<file path="src/rtl/mem_stage_lsu.sv">
// Memory-stage load/store unit: req/ack data-memory bus, upstream stall and M->W pipeline register.
// Optional LSU_MISALIGN_TRAP_EN: misaligned word accesses trap via misalign_fault instead of being aligned.
module mem_stage_lsu #(
    parameter int unsigned ADDR_WIDTH  = 32,
    parameter bit          LOAD_SIGNED = 1'b1
) (
    input  logic                  clk,
    input  logic                  rst_n,
    input  logic                  RegWriteM,
    input  logic                  ResultSrcM,
    input  logic                  MemWriteM,
    input  logic [ADDR_WIDTH-1:0] ALUResultM,
    input  logic [31:0]           WriteDataM,
    input  logic [4:0]            RdM,
    input  logic                  MemTypeM,
    output logic                  StallM,
    output logic                  dmem_req,
    output logic                  dmem_we,
    output logic [ADDR_WIDTH-1:0] dmem_addr,
    output logic [3:0]            dmem_be,
    output logic [31:0]           dmem_wdata,
    input  logic [31:0]           dmem_rdata,
    input  logic                  dmem_ack,
    output logic                  RegWriteW,
    output logic                  ResultSrcW,
    output logic [ADDR_WIDTH-1:0] ALUResultW,
    output logic [31:0]           ReadDataW,
    output logic [4:0]            RdW
`ifdef LSU_MISALIGN_TRAP_EN
    ,
    output logic                  misalign_fault
`endif
);

    typedef enum logic {IDLE, BUSY} state_t;

    state_t                r_state, w_next_state;
    logic                  w_acc, w_misalign, w_start, w_done;
    logic [1:0]            w_lo;
    logic                  r_regwrite, r_resultsrc, r_load, r_byte;
    logic [1:0]            r_lane;
    logic [ADDR_WIDTH-1:0] r_alu;
    logic [4:0]            r_rd;
    logic [7:0]            w_lane_byte;
    logic [31:0]           w_load_ext;

    assign w_acc = ResultSrcM | MemWriteM;
    assign w_lo  = ALUResultM[1:0];
`ifdef LSU_MISALIGN_TRAP_EN
    assign w_misalign = w_acc & ~MemTypeM & (w_lo != 2'b00);
`else
    assign w_misalign = 1'b0;
`endif
    assign w_start = (r_state == IDLE) & w_acc & ~w_misalign;
    assign w_done  = (r_state == BUSY) & dmem_ack;

    always_ff @(posedge clk) begin
        if (!rst_n) r_state <= IDLE;
        else        r_state <= w_next_state;
    end

    always_comb begin
        w_next_state = r_state;
        case (r_state)
            IDLE: if (w_start)  w_next_state = BUSY;
            BUSY: if (dmem_ack) w_next_state = IDLE;
            default:            w_next_state = IDLE;
        endcase
    end

    always_comb begin
        StallM = 1'b0;
        case (r_state)
            IDLE:    StallM = w_start;
            BUSY:    StallM = ~dmem_ack;
            default: StallM = 1'b0;
        endcase
    end

    // Bus fields are launched once and held until ack; the instruction is latched alongside.
    always_ff @(posedge clk) begin
        if (!rst_n) begin
            dmem_req    <= 1'b0;
            dmem_we     <= 1'b0;
            dmem_addr   <= '0;
            dmem_be     <= '0;
            dmem_wdata  <= '0;
            r_regwrite  <= 1'b0;
            r_resultsrc <= 1'b0;
            r_load      <= 1'b0;
            r_byte      <= 1'b0;
            r_lane      <= '0;
            r_alu       <= '0;
            r_rd        <= '0;
        end else if (w_start) begin
            dmem_req    <= 1'b1;
            dmem_we     <= MemWriteM;
            dmem_addr   <= {ALUResultM[ADDR_WIDTH-1:2], 2'b00};
            dmem_be     <= MemTypeM ? (4'b0001 << w_lo) : 4'hF;
            dmem_wdata  <= !MemWriteM ? '0 : (MemTypeM ? {4{WriteDataM[7:0]}} : WriteDataM);
            r_regwrite  <= RegWriteM & ~MemWriteM;
            r_resultsrc <= ResultSrcM;
            r_load      <= ~MemWriteM;
            r_byte      <= MemTypeM;
            r_lane      <= w_lo;
            r_alu       <= ALUResultM;
            r_rd        <= RdM;
        end else if (w_done) begin
            dmem_req    <= 1'b0;
        end
    end

    assign w_lane_byte = dmem_rdata[{r_lane, 3'b000} +: 8];
    assign w_load_ext  = !r_byte ? dmem_rdata
                       : (LOAD_SIGNED ? {{24{w_lane_byte[7]}}, w_lane_byte} : {24'h0, w_lane_byte});

    always_ff @(posedge clk) begin
        if (!rst_n) begin
            RegWriteW  <= 1'b0;
            ResultSrcW <= 1'b0;
            ALUResultW <= '0;
            ReadDataW  <= '0;
            RdW        <= '0;
        end else if ((r_state == IDLE) && (!w_acc || w_misalign)) begin
            RegWriteW  <= RegWriteM & ~w_misalign;
            ResultSrcW <= ResultSrcM;
            ALUResultW <= ALUResultM;
            ReadDataW  <= '0;
            RdW        <= RdM;
        end else if (w_done) begin
            RegWriteW  <= r_regwrite;
            ResultSrcW <= r_resultsrc;
            ALUResultW <= r_alu;
            ReadDataW  <= r_load ? w_load_ext : '0;
            RdW        <= r_rd;
        end else begin
            RegWriteW  <= 1'b0;
            ResultSrcW <= 1'b0;
            ALUResultW <= '0;
            ReadDataW  <= '0;
            RdW        <= '0;
        end
    end

`ifdef LSU_MISALIGN_TRAP_EN
    always_ff @(posedge clk) begin
        if (!rst_n) misalign_fault <= 1'b0;
        else        misalign_fault <= (r_state == IDLE) & w_misalign;
    end
`endif

endmodule
</file>
<file path="config.mk">
export PLATFORM = sky130hd
export DESIGN_NAME = mem_stage_lsu
export DESIGN_NICKNAME = d
export VERILOG_FILES = /design/src/rtl/mem_stage_lsu.sv
export SDC_FILE = /design/constraint.sdc
export NUM_CORES = 1
export LEC_CHECK = 0
export ABC_CLOCK_PERIOD_IN_PS = 1850
export BUFFER_PORTS_ARGS = -buffer_cell sky130_fd_sc_hd__clkbuf_2
export CAP_MARGIN = 20
export CELL_PAD_IN_SITES_DETAIL_PLACEMENT = 0
export CELL_PAD_IN_SITES_GLOBAL_PLACEMENT = 1
export CORE_UTILIZATION = 36
export CTS_BUF_LIST = sky130_fd_sc_hd__clkbuf_8
export DETAILED_ROUTE_END_ITERATION = 12
export PLACE_DENSITY_LB_ADDON = 0.1
export SLEW_MARGIN = 10
export SYNTH_ARGS = -nofsm -noshare
export SYNTH_HDL_FRONTEND = slang
export SYNTH_SLANG_ARGS = --single-unit
export TNS_END_PERCENT = 30
</file>
<file path="constraint.sdc">
create_clock -name clk -period 1.85 [get_ports clk]
set_clock_uncertainty 0.05 [all_clocks]
set_input_delay 0.37 -clock clk [delete_from_list [all_inputs] [get_ports clk]]
set_output_delay 0.37 -clock clk [all_outputs]
set_load 0.01 [all_outputs]
</file>
* After elaboration in Yosys (flattened, before gate mapping)
Cells that the tools add are included.
** Storage, ports and cells
- Logic and storage cells :: 52
- Register bits :: 183
- Output and inout bits :: 142
- Input bits :: 108
** Cells by class
- Shift-type cells :: 2
- Reduce and logical (&&, ||, !) cells :: 4
- Bitwise operators :: 10
- Mux-type cells :: 18
** Operators by type and width (count)
- 32-bit 2-to-1 mux :: 5
- 32-bit by 6-bit variable part select with 8-bit output :: 1
- 5-bit 2-to-1 mux :: 2
- 1-bit 2-to-1 mux :: 8
- 1-bit inverter :: 6
- 4-bit 2-to-1 mux :: 1
- 1-bit one-hot mux with 2 select lines :: 2
- 4-bit OR reduction :: 1
- 1-bit by 2-bit left shift with 4-bit output, first input constant :: 1
- 1-bit AND :: 3
- 2-bit nonzero test :: 1
- 1-bit logical AND :: 1
- 1-bit zero test :: 1
- 1-bit OR :: 1

* Logic depth before layout (Yosys ltp)
- Depth after elaboration :: 4
- Gate-level depth with buffers :: 6
- Depth with buffers taken out :: 3

* Worst setup path after synthesis
No wires, ideal clock.
- Path type :: in2reg
- From :: input port MemTypeM
- To :: register dmem_wdata[26]
- Path slack :: 435 ps
- Cell stages on the path :: 5
- Library setup time :: 118 ps
- Buffers on the path :: 2
- Arrival time :: 1247 ps
- Data required time :: 1682 ps
- Cells stage by stage :: buf_4 buf_2 mux2_2 a22oi_1 nor2b_1
** Between the ends
- Word-level cells in the longest chain between the ends :: 2
** RTL lines
- from (decl) :: RTL line 15 : input logic MemTypeM,
- 32-bit 2-to-1 mux (2 in a row) :: RTL line 100 : dmem_wdata <= !MemWriteM ? '0 : (MemTypeM ? {4{WriteDataM[7:0]}} : WriteDataM);
- to (signal assigned) :: RTL line 100
- to (decl) :: RTL line 21 : output logic [31:0] dmem_wdata,
Every way passes these cells.
A chain may end at the register's enable or synchronous reset.

* Worst setup path after layout
- From :: register r_state
- To :: output port StallM
** Between the ends
- Word-level cells in the longest chain between the ends :: 3
** RTL lines
- from (decl) :: RTL line 37 : state_t r_state, w_next_state;
- from (signal assigned) :: RTL line 59 : else r_state <= w_next_state;
- 1-bit inverter :: RTL line 54, 73
- 1-bit AND :: RTL line 54 : assign w_start = (r_state == IDLE) & w_acc & ~w_misalign;
- 1-bit one-hot mux with 2 select lines (*) :: RTL line 73 : case (r_state)
- to (decl) :: RTL line 16 : output logic StallM,
Mark *: on every way between the ends. The rest lies on a longest branch, timed or not.

==> metrics <==
initial core utilization a little under two fifths; first-pass GRT wire length roughly 26000 um; Die Y 132 um; share of layout cells above drive strength 1 a little under two fifths; status finished clean; Util after Layout about 47%; Post-CTS Setup Repair Bufs 0; final hold vios 0; via count between 5000 and 6000; R2R cell count 4; Cells after Synth 640; DR top layer met4; Tcrit/Tclk final slightly above 90%; ys flop type dfxtp_1; post-synthesis register bit count around 150; Synth-to-Final Area Change 28.3%; Post-synth EDFFs 0; Nets between 900 and 1000; Synth top cells by count dfxtp_1, nand2_1, nor2b_1; Critical Path Source r_state; total gr overflow 0; mapped cell area approximately 6100 um^2; io pins 250; Hold-fix buffers, CTS 0; Rows 47; Reg clk slew, reported paths 0.08 ns; Yosys top cell area share 49.5%; clock sinks ~150; vias in the first global route 4852; GRT Total Usage between 10% and 20%; largest net degree at the start of global routing 73; Avg Inst Size Synth 9.54 um^2; DRT met1 WL roughly 7500 um; Max VDD drop between 0.4 and 0.5 mV; clk root buf clkbuf_8; worst path arrival time about 1.3 ns; IO buf count between 200 and 250; Critical Path RT between 1 and 1.5 ns; Seq/Total Area, Yosys between 40% and 50%; most numerous cell in the Yosys netlist dfxtp_1; Hold Path Depth 3; worst flop-to-flop path startpoint r_lane[0]; Synth cell types 32; drt drc 0; H-tree depth 4; Worst Hold Class input port to flip-flop; Detailed Routing Iterations Pass 1 7; Total Wirelength around 16000 um; Worst setup endpoint StallM; FFs w/ async S/R, synth 0%; Leak between 3 and 4 nW; Synth area leader dfxtp_1; CP max FO 6; final worst path period need ~1.7 ns; pwr dens ~950 nW/um^2; width of the die between 100 and 150 um; CTS tree built; critical path type flip-flop to primary output; critical path endpoint category primary output; ANT nets after route 0; pins over their slew limit 0; initial antenna violation count 1; Longest Clk Path Bufs 2; vias per cell ~4.7; Clock Latency Late Sink around 0.44 ns; Max Cap Violations 0; Final setup viols 0; CTS Buf Count 17; top cells by area, synth dfxtp_1, a22oi_1, nor2b_1; setup TNS 0 ns; WL met3 ~1100 um; drt wl/cell 15.2 um; Synth Warn # 0; routed wl met2 approximately 7500 um; f_max a little under 600 MHz; R2R Setup Slk around 0.42 ns; CP startpoint kind flip-flop; GPL Wtd Cong around 0.76; die area 17500 um^2; dpl hpwl around 12000 um; core region area 16600 um^2; RSZ-0062 raised after global routing false; r2r endpoint ReadDataW[9]; 1st-iter DRT viols approximately 250
## cell usage in the layout, fill, tap and decap left out, types with 2 or more instances in the layout
cell	instances
a22oi_1	62
inv_1	3
bufinv_16	5
nand2b_1	29
nor3b_1	3
o21ai_0	7
a21boi_1	30
nand3_1	11
clkbuf_2	245
conb_1	2
clkinvlp_4	2
dfxtp_1	150
nor2b_1	64
buf_12	5
a21boi_0	17
o2bb2ai_1	7
clkbuf_8	21
nand2_1	87
mux2_2	24
o211a_1	4
a21oi_1	33
mux2i_1	10
nor2_1	3
buf_4	17
## per-stage QoR
step | hold WS, ns | total power, W | instance area (um^2) | worst slack [ns] | std cells
5_1_grt | 0.0713 | 0.00779 | 7830 | 0.0138 | 1075
4_1_cts | 0.0667 | 0.00751 | 7830 | 0.0408 | 1075
3_3_place_gp | 0.390 | 0.00455 | 7360 | 0.330 | 1044
6_report | 0.0999 | 0.00741 | 7830 | 0.156 | 1076
2_1_floorplan | 0.385 | 0.00418 | 6110 | 0.435 | 641
3_5_place_dp | 0.403 | 0.00457 | 7360 | 0.258 | 1044
## where the power goes
| part | leakage (nW) | total (W) | switching, W | internal [W] |
|---|---|---|---|---|
| Combinational | 2.03 | 0.000992 | 0.000535 | 0.000457 |
| Clock | 0.238 | 0.00293 | 0.00120 | 0.00173 |
| Sequential | 1.23 | 0.00349 | 0.0000910 | 0.00340 |
## state kept, by name, summed over array words and instances (netlist names), 4 cells and up
register    count
ALUResultW     32
RdW             5
dmem_wdata     32
dmem_be         4
ReadDataW      32
r_rd            5
r_alu          31
## cell type report
class                           instances  area [um^2]
Antenna cell                            1         2.50
Clock buffer                           21          289
Clock inverter                         10          176
Fill cell                            1646         8750
Multi-Input combinational cell        405         2610
Sequential cell                       151         3020
Tap cell                              220          275
Timing Repair Buffer                  268         1460
## critical path: stages (launching register included)
cell and delay, ns:
dfxtp_2 0.36, nor3_2 0.23, nor2_1 0.08, buf_4 0.16
## kinds of logic (layout without fill, tap and decap cells)
| logic type | Yosys count | count (layout) | share of synthesized area, % |
|---|---|---|---|
| DFF | 151 | 151 | 49.5 |
| AOI/OAI and AO/OA | 165 | 165 | 19.0 |
| muxes | 34 | 34 | 6.07 |
| and+or+nand+nor | 204 | 204 | 17.2 |
| other | 1 | 3 | 0.0614 |
| buffers and inverters | 85 | 299 | 8.20 |
## worst min-delay path by stage
stage	from	end
2_1_floorplan	r_rd[0]	r_rd[0]
3_3_place_gp	r_rd[2]	r_rd[2]
3_5_place_dp	r_rd[2]	r_rd[2]
4_1_cts	ALUResultM[11]	r_alu[11]
5_1_grt	ALUResultM[11]	r_alu[11]
6_report	ALUResultM[11]	r_alu[11]
## per-layer routing
metal	track usage (%)	vias up
met5	0	-
met4	6.26	0
met3	6.42	13
met2	29.4	177
met1	24.6	2357
li1	-	2555
## repair_timing
action,in CTS,in global routing
hold endpoints to repair,0,0
resized for setup,1,3
pin swaps,0,0
setup endpoints to repair,1,1
Note: power is estimated with default switching activity, not from simulation.
